`config.mk`:
```
export PLATFORM = sky130hd
export DESIGN_NAME = ice_echo_int_flat
export DESIGN_NICKNAME = d
export VERILOG_FILES = /design/src/rtl/ice_echo_int_pkg.sv /design/src/rtl/ice_echo_int_if.sv /design/src/rtl/ice_echo_fifo.sv /design/src/rtl/ice_echo_int.sv /design/src/flat_wrapper.sv
export SDC_FILE = /design/constraint.sdc
export NUM_CORES = 1
export LEC_CHECK = 0
export BUFFER_PORTS_ARGS = -buffer_cell sky130_fd_sc_hd__buf_4
export CAP_MARGIN = 15
export CORE_AREA = 5 5 224 226
export DETAILED_ROUTE_END_ITERATION = 8
export DIE_AREA = 0 0 229 231
export SLEW_MARGIN = 20
export SYNTH_ARGS = -nofsm -noshare
export SYNTH_HDL_FRONTEND = slang
export SYNTH_SLANG_ARGS = --single-unit
```
`constraint.sdc`:
```
create_clock -name clk -period 6.1 [get_ports clk]
set_input_delay 1.525 -clock clk [delete_from_list [all_inputs] [get_ports clk]]
set_output_delay 1.525 -clock clk [all_outputs]
set_load 0.005 [all_outputs]
```
`src/rtl/ice_echo_int_pkg.sv`:
```
// Shared types and constants for the ICE echo responder: FSM encoding,
// tail status codes and default bus addresses.
package ice_echo_int_pkg;

    typedef enum logic [2:0] {
        ST_IDLE      = 3'd0,
        ST_CAPTURE   = 3'd1,
        ST_REQUEST   = 3'd2,
        ST_SEND_HDR  = 3'd3,
        ST_SEND_DATA = 3'd4,
        ST_SEND_TAIL = 3'd5
    } echo_state_e;

    localparam logic [7:0] ECHO_OK          = 8'h00;
    localparam logic [7:0] ECHO_TRUNC       = 8'h01;
    localparam logic [7:0] ECHO_CKSUM_TRUNC = 8'hFF;

    localparam logic [7:0] ECHO_ADDR_DEF = 8'h65;
    localparam logic [7:0] RESP_ADDR_DEF = 8'h45;

    // States in which the block owns the slave output bus.
    function automatic logic is_send(input echo_state_e s);
        return (s == ST_SEND_HDR) || (s == ST_SEND_DATA) || (s == ST_SEND_TAIL);
    endfunction

endpackage

```
`src/rtl/ice_echo_int_if.sv`:
```
// ICE master/slave bus as seen by one slave: master frame inputs plus the
// OR-combined slave response outputs and the arbiter handshake.
interface ice_echo_int_if;

    logic [7:0] ma_data;
    logic [7:0] ma_addr;
    logic       ma_data_valid;
    logic       ma_frame_valid;

    logic       sl_overflow;
    logic       sl_arb_request;
    logic       sl_arb_grant;
    logic [8:0] sl_addr;
    logic [8:0] sl_data;
    logic [8:0] sl_tail;
    logic       sl_latch_tail;

    modport master (
        output ma_data, ma_addr, ma_data_valid, ma_frame_valid, sl_arb_grant,
        input  sl_overflow, sl_arb_request, sl_addr, sl_data, sl_tail, sl_latch_tail
    );

    modport slave (
        input  ma_data, ma_addr, ma_data_valid, ma_frame_valid, sl_arb_grant,
        output sl_overflow, sl_arb_request, sl_addr, sl_data, sl_tail, sl_latch_tail
    );

endinterface

```
`src/rtl/ice_echo_fifo.sv`:
```
// Single-clock byte FIFO with show-ahead read data, full/empty flags,
// a one-entry-left flag and a synchronous flush.
module ice_echo_fifo #(
    parameter int DEPTH_LOG2 = 6
) (
    input  logic       clk,
    input  logic       reset,
    input  logic       flush_i,
    input  logic       wr_en_i,
    input  logic [7:0] wr_data_i,
    input  logic       rd_en_i,
    output logic [7:0] rd_data_o,
    output logic       full_o,
    output logic       empty_o,
    output logic       last_o
);

    localparam int DEPTH = 1 << DEPTH_LOG2;

    logic [DEPTH_LOG2:0] wr_ptr_q, wr_ptr_d;
    logic [DEPTH_LOG2:0] rd_ptr_q, rd_ptr_d;
    logic [DEPTH_LOG2:0] rd_ptr_inc;
    logic [7:0]          mem_q [DEPTH];
    logic                wr_fire, rd_fire;

    // Extra pointer bit distinguishes full from empty when the indices match.
    assign full_o     = (wr_ptr_q[DEPTH_LOG2] != rd_ptr_q[DEPTH_LOG2]) &&
                        (wr_ptr_q[DEPTH_LOG2-1:0] == rd_ptr_q[DEPTH_LOG2-1:0]);
    assign empty_o    = (wr_ptr_q == rd_ptr_q);
    assign rd_ptr_inc = rd_ptr_q + 1'b1;
    assign last_o     = (rd_ptr_inc == wr_ptr_q);
    assign rd_data_o  = mem_q[rd_ptr_q[DEPTH_LOG2-1:0]];

    assign wr_fire = wr_en_i && !full_o;
    assign rd_fire = rd_en_i && !empty_o;

    always_comb begin
        wr_ptr_d = wr_ptr_q;
        rd_ptr_d = rd_ptr_q;
        if (flush_i) begin
            wr_ptr_d = '0;
            rd_ptr_d = '0;
        end else begin
            if (wr_fire) wr_ptr_d = wr_ptr_q + 1'b1;
            if (rd_fire) rd_ptr_d = rd_ptr_inc;
        end
    end

    always_ff @(posedge clk or posedge reset) begin
        if (reset) begin
            wr_ptr_q <= '0;
            rd_ptr_q <= '0;
        end else begin
            wr_ptr_q <= wr_ptr_d;
            rd_ptr_q <= rd_ptr_d;
        end
    end

    always_ff @(posedge clk) begin
        if (wr_fire) mem_q[wr_ptr_q[DEPTH_LOG2-1:0]] <= wr_data_i;
    end

endmodule

```
`src/rtl/ice_echo_int.sv`:
```
// ICE echo responder: captures a frame addressed to ECHO_ADDR and replays it
// as header/data/tail on the slave bus. ICE_ECHO_CHECKSUM_EN puts a byte sum in the tail.
module ice_echo_int
    import ice_echo_int_pkg::*;
#(
    parameter logic [7:0] ECHO_ADDR  = ECHO_ADDR_DEF,
    parameter logic [7:0] RESP_ADDR  = RESP_ADDR_DEF,
    parameter int         DEPTH_LOG2 = 6
) (
    input  logic          clk,
    input  logic          reset,
    ice_echo_int_if.slave bus
);

    echo_state_e state_q, state_d;
    logic        trunc_q, trunc_d;
    logic [7:0]  status;

    logic        echo_hit, capturing, wr_req, wr_en, rd_en;
    logic        ovf_cap, ovf_busy, grant_lost, done;
    logic        fifo_full, fifo_empty, fifo_last;
    logic [7:0]  fifo_rd_data;

    assign echo_hit   = bus.ma_frame_valid && (bus.ma_addr == ECHO_ADDR);
    // The first byte may ride along with the frame start while still in IDLE.
    assign capturing  = (state_q == ST_CAPTURE) || ((state_q == ST_IDLE) && echo_hit);
    assign wr_req     = capturing && bus.ma_data_valid;
    assign wr_en      = wr_req && !fifo_full;
    assign ovf_cap    = wr_req && fifo_full;
    assign ovf_busy   = ((state_q == ST_REQUEST) || is_send(state_q)) &&
                        echo_hit && bus.ma_data_valid;
    assign grant_lost = is_send(state_q) && !bus.sl_arb_grant;
    assign rd_en      = (state_q == ST_SEND_DATA) && bus.sl_arb_grant;
    assign done       = (state_q == ST_SEND_TAIL) || grant_lost;

    ice_echo_fifo #(
        .DEPTH_LOG2 (DEPTH_LOG2)
    ) u_fifo (
        .clk       (clk),
        .reset     (reset),
        .flush_i   (grant_lost),
        .wr_en_i   (wr_en),
        .wr_data_i (bus.ma_data),
        .rd_en_i   (rd_en),
        .rd_data_o (fifo_rd_data),
        .full_o    (fifo_full),
        .empty_o   (fifo_empty),
        .last_o    (fifo_last)
    );

    always_ff @(posedge clk or posedge reset) begin
        if (reset) begin
            state_q <= ST_IDLE;
            trunc_q <= 1'b0;
        end else begin
            state_q <= state_d;
            trunc_q <= trunc_d;
        end
    end

    always_comb begin
        state_d = state_q;
        trunc_d = trunc_q;
        unique case (state_q)
            ST_IDLE:      if (echo_hit) state_d = ST_CAPTURE;
            ST_CAPTURE:   if (!bus.ma_frame_valid) state_d = ST_REQUEST;
            ST_REQUEST:   if (bus.sl_arb_grant) state_d = ST_SEND_HDR;
            ST_SEND_HDR:  state_d = fifo_empty ? ST_SEND_TAIL : ST_SEND_DATA;
            ST_SEND_DATA: if (fifo_last) state_d = ST_SEND_TAIL;
            ST_SEND_TAIL: state_d = ST_IDLE;
            default:      state_d = ST_IDLE;
        endcase
        if (grant_lost) state_d = ST_IDLE;
        if (ovf_cap)    trunc_d = 1'b1;
        if (done)       trunc_d = 1'b0;
    end

`ifdef ICE_ECHO_CHECKSUM_EN
    logic [7:0] sum_q, sum_d;

    always_comb begin
        sum_d = sum_q;
        if (wr_en) sum_d = sum_q + bus.ma_data;
        if (done)  sum_d = '0;
    end

    always_ff @(posedge clk or posedge reset) begin
        if (reset) sum_q <= '0;
        else       sum_q <= sum_d;
    end

    assign status = trunc_q ? ECHO_CKSUM_TRUNC : sum_q;
`else
    assign status = trunc_q ? ECHO_TRUNC : ECHO_OK;
`endif

    // Strobes are gated by grant so nothing reaches the OR-combined bus
    // in the cycle the arbiter takes it away.
    always_comb begin
        bus.sl_overflow    = ovf_cap || ovf_busy;
        bus.sl_arb_request = (state_q == ST_REQUEST) || is_send(state_q);
        bus.sl_addr        = '0;
        bus.sl_data        = '0;
        bus.sl_tail        = '0;
        bus.sl_latch_tail  = 1'b0;
        if (bus.sl_arb_grant) begin
            unique case (state_q)
                ST_SEND_HDR:  bus.sl_addr = {1'b1, RESP_ADDR};
                ST_SEND_DATA: bus.sl_data = {1'b1, fifo_rd_data};
                ST_SEND_TAIL: begin
                    bus.sl_tail       = {1'b1, status};
                    bus.sl_latch_tail = 1'b1;
                end
                default: ;
            endcase
        end
    end

endmodule
```
`src/flat_wrapper.sv`:
```
// flat-port wrapper written by rule: the top's interface ports become plain ports
module ice_echo_int_flat import ice_echo_int_pkg::*;
#(
    parameter logic [7:0] ECHO_ADDR  = ECHO_ADDR_DEF,
    parameter logic [7:0] RESP_ADDR  = RESP_ADDR_DEF,
    parameter int         DEPTH_LOG2 = 6
)
  (clk, reset, bus_ma_data, bus_ma_addr, bus_ma_data_valid, bus_ma_frame_valid, bus_sl_arb_grant, bus_sl_overflow, bus_sl_arb_request, bus_sl_addr, bus_sl_data, bus_sl_tail, bus_sl_latch_tail);
  ice_echo_int_if bus_i ();
  input  logic clk;
  input  logic reset;
  input wire logic [$bits(bus_i.ma_data)-1:0] bus_ma_data;
  input wire logic [$bits(bus_i.ma_addr)-1:0] bus_ma_addr;
  input wire logic [$bits(bus_i.ma_data_valid)-1:0] bus_ma_data_valid;
  input wire logic [$bits(bus_i.ma_frame_valid)-1:0] bus_ma_frame_valid;
  input wire logic [$bits(bus_i.sl_arb_grant)-1:0] bus_sl_arb_grant;
  output wire logic [$bits(bus_i.sl_overflow)-1:0] bus_sl_overflow;
  output wire logic [$bits(bus_i.sl_arb_request)-1:0] bus_sl_arb_request;
  output wire logic [$bits(bus_i.sl_addr)-1:0] bus_sl_addr;
  output wire logic [$bits(bus_i.sl_data)-1:0] bus_sl_data;
  output wire logic [$bits(bus_i.sl_tail)-1:0] bus_sl_tail;
  output wire logic [$bits(bus_i.sl_latch_tail)-1:0] bus_sl_latch_tail;
  assign bus_i.ma_data = bus_ma_data;
  assign bus_i.ma_addr = bus_ma_addr;
  assign bus_i.ma_data_valid = bus_ma_data_valid;
  assign bus_i.ma_frame_valid = bus_ma_frame_valid;
  assign bus_i.sl_arb_grant = bus_sl_arb_grant;
  assign bus_sl_overflow = bus_i.sl_overflow;
  assign bus_sl_arb_request = bus_i.sl_arb_request;
  assign bus_sl_addr = bus_i.sl_addr;
  assign bus_sl_data = bus_i.sl_data;
  assign bus_sl_tail = bus_i.sl_tail;
  assign bus_sl_latch_tail = bus_i.sl_latch_tail;
  ice_echo_int #(.ECHO_ADDR(ECHO_ADDR), .RESP_ADDR(RESP_ADDR), .DEPTH_LOG2(DEPTH_LOG2)) u_core (.clk(clk), .reset(reset), .bus(bus_i));
endmodule
```
==> flow_summary.yaml <==
status:
  run_status: "completed"
yosys:
  yosys.area.top_type_share: 0.720
  synth-seq-cells: 530
  unique_masters_post_synth: 63
  synthesis.yosys.warnings: 0
  synth_edf_count: 512
  syn_area_sq_um: 21300
  synth_seq_area_share: 0.742
  ys_async_sr_fraction: 0.0340
  syn_avg_cell_area_sq_um: 19.1
  synth_top_cells_by_area: "edfxtp_1 72%, mux4_2 11%, mux2i_1 2.6%"
  synthesis.instances: 1117
  synth_flop_type: "edfxtp_1"
  netlist.top_cell.by_area: "edfxtp_1"
clock_network:
  number_of_instances_resized_during_post_cts_repair: 0
  worst_setup_hold_path_clk_slew_ns: 0.06
  htree_num_levels: 2
  clockRootBuffer: "clkbuf_16"
  post_cts_buffers: 0
  cts_buffers: 54
  tritoncts: "done"
  max-clock-path-buffers: 3
  clk-insertion-delay-late_ns: 0.59
  clock_sink_count: 530
  cts-hold-fix-buffers: 0
worst_setup_path:
  worst_path_largest_cell_delay_ns: 0.89
  endpoint: "bus_sl_data[7]"
  critical_path_maximum_fanout: 44
  endpoint_kind: "primary output"
  cpMaxStageDelayCell: "dfrtp_4"
  reg2reg_depth: 5
  timing.critical_path.depth: 6
  crit_path_cell_trace: "buf_4, mux4_2, a2111oi_0, a21oi_1, o211a_1, buf_4"
  cp-start-kind: "flop"
  path_class: "flop to primary output"
  worst-path-buf-inv: 2
  r2r_start: "u_core.u_fifo.rd_ptr_q[2]"
  timing.rr.end: "u_core.u_fifo.mem_q[10][5]"
  arrival_ns: 3.68
  path_delay_family: "compound AO/OA/AOI/OAI gates"
  critical-path-top-cell-by-count: "buf_4"
  cp.required_ns: 4.58
  regToRegSetupSlack_ns: 2.14
  critPathLaunch: "u_core.u_fifo.rd_ptr_q[2]"
global_routing:
  grt_pass1_wl_microns: 76200
  antenna_found_initial: 1
  grt_start_max_net_pins: 65
  first_global_vias: 11100
  total_congestion_overflow: 0
  groute.usage.overall: 0.195
floorplanning:
  dieHeight_microns: 231
  core_area_sq_um: 48100
  dieWidth_microns: 229
  initial_utilization: 0.443
  die-area_sq_um: 52900
  io-pin-count: 51
  rows: 81
finish:
  synthToLayoutAreaGrowth_pct: 12.7
  share_of_post_route_cells_with_drive_strength_above_1: 0.238
  most-common-layout-cells: "512 x edfxtp_1, 106 x mux4_2, 72 x nor2_1"
  mostFrequentLayoutCell: "edfxtp_1"
  final_design_area_no_fill_sq_um: 24000
  layout.cells.non_filler: 1837
  fillerInstances: 3897
  total_number_of_nets_in_the_final_design: 1193
place:
  dp.final_hpwl_microns: 31100
  place.detailed.instances: 1736
  port-buffer-count: 38
  placement.setup.worst_slack_ns: 1.45
  placedInstanceArea_sq_um: 22300
  routabilityCongestion: 0.856
routing:
  vias_per_cell: 5.98
  route.detailed.drc: 0
  num_vias: 11000
  first_iter_violations: 1348
  route.final.wire_length_microns: 51600
  detail_route.first_pass.iterations: 5
  final_antenna_net_count: 0
  routed_wire_per_std_cell_microns: 28.1
sta:
  post-route-period-util: 0.853
  totalNegativeSetupSlack_ns: 0
  timing.final.ws_setup_ns: 0.899
  grt_setup_unrepaired: "no"
  drv_slew: 0
  worst_slew_margin_relative_to_its_limit: 0.325
  maxClockFrequency_mhz: 192
  transition_time_at_the_pin_with_the_least_slew_margin_ns: 1.01
  finalClockSkew_ns: 0.0146
  final_report_hold_violation_count: 0
  setup_violations: 0
  min_period_ns: 5.20
hold_path:
  min_from: "u_core.trunc_q"
  holdPathStages: 2
  hold_class: "flop to flop"
power:
  report.power.total_uw: 8600
  max-vdd-ir-drop_uv: 295
  static-leakage-power_uw: 0.00745
  pwr_per_cell_area_nw_per_um2: 358
flow_run:
  drv.max_cap_violation_count: 0
-- power breakdown --
group / internal (uW) / total (uW) / switching [uW] / leakage (uW)
clock network: 1910 / 3310 / 1400 / 0.000863
registers: 4030 / 4180 / 149 / 0.00484
logic: 526 / 1110 / 579 / 0.00175
total: 6470 / 8600 / 2130 / 0.00745
-- worst reg2reg max path: cells and delay by family (launching register included) --
family / cells / cell delay [ns]
flops: 1 / 0.89
simple gates: 4 / 2.46
xor+xnor: 1 / 0.22
-- layout make-up --
cell class / instances / area (sq um) / area share
Sequential cell: 530 / 15800 / 0.659
Multi-Input combinational cell: 508 / 5070 / 0.211
Clock buffer: 58 / 1390 / 0.0577
Tap cell: 622 / 778 / 0.0324
Timing Repair Buffer: 71 / 558 / 0.0232
Clock inverter: 42 / 390 / 0.0162
Inverter: 5 / 18.8 / 0.000781
Antenna cell: 1 / 2.50 / 0.000104
-- cell usage after synthesis, drive strengths merged, types with 14 or more instances --
cell type and instances:
o22ai 18, dfrtp 18, nor2 80, clkbuf 20
mux4 106, buf 65, a22oi 28, edfxtp 512
nand2 22, nand3 14, a21oi 24, a221oi 15
mux2i 55
-- per-layer routing --
metal,GRT usage,routed length (microns),up-vias
met3,0.0423,4230,91
met4,0.0502,1210,0
met2,0.300,24000,503
li1,-,-,4665
met5,0,0,-
met1,0.286,22100,5725
-- how the worst min path moves through the flow --
stage	end	slack, ns
global placement	u_core.trunc_q	0.58
finish	u_core.trunc_q	0.58
floorplan	u_core.trunc_q	0.55
CTS	u_core.trunc_q	0.59
detailed placement	u_core.trunc_q	0.59
global route	u_core.trunc_q	0.64
-- registers in the layout (all words and copies together) (netlist names) --
register / flops
u_core.state_q: 3
u_core.u_fifo.rd_ptr_q: 7
u_core.u_fifo.wr_ptr_q: 7
u_core.trunc_q: 1
u_core.u_fifo.mem_q: 512
-- through the flow --
step / util / hold WS, ns
detailed placement: 0.462 / 0.586
global route: 0.499 / 0.641
CTS: 0.499 / 0.594
global placement: 0.462 / 0.578
finish: 0.499 / 0.578
floorplan: - / 0.552
-- cells by family (layout without fill, tap and decap cells) --
| kind of cell | after synthesis | in the layout | share of synthesized area |
|---|---|---|---|
| flip-flops | 530 | 530 | 0.742 |
| AND/OR/NAND/NOR | 186 | 186 | 0.0450 |
| multiplexers | 167 | 167 | 0.141 |
| AO/OA/AOI/OAI | 125 | 125 | 0.0415 |
| buffers and inverters | 90 | 176 | 0.0229 |
| XOR/XNOR | 16 | 16 | 0.00692 |
| adder cells (fa/ha/maj) | 2 | 2 | 0.00117 |
| other | 1 | 13 | 0.000176 |
(Power assumes the default switching activity.)
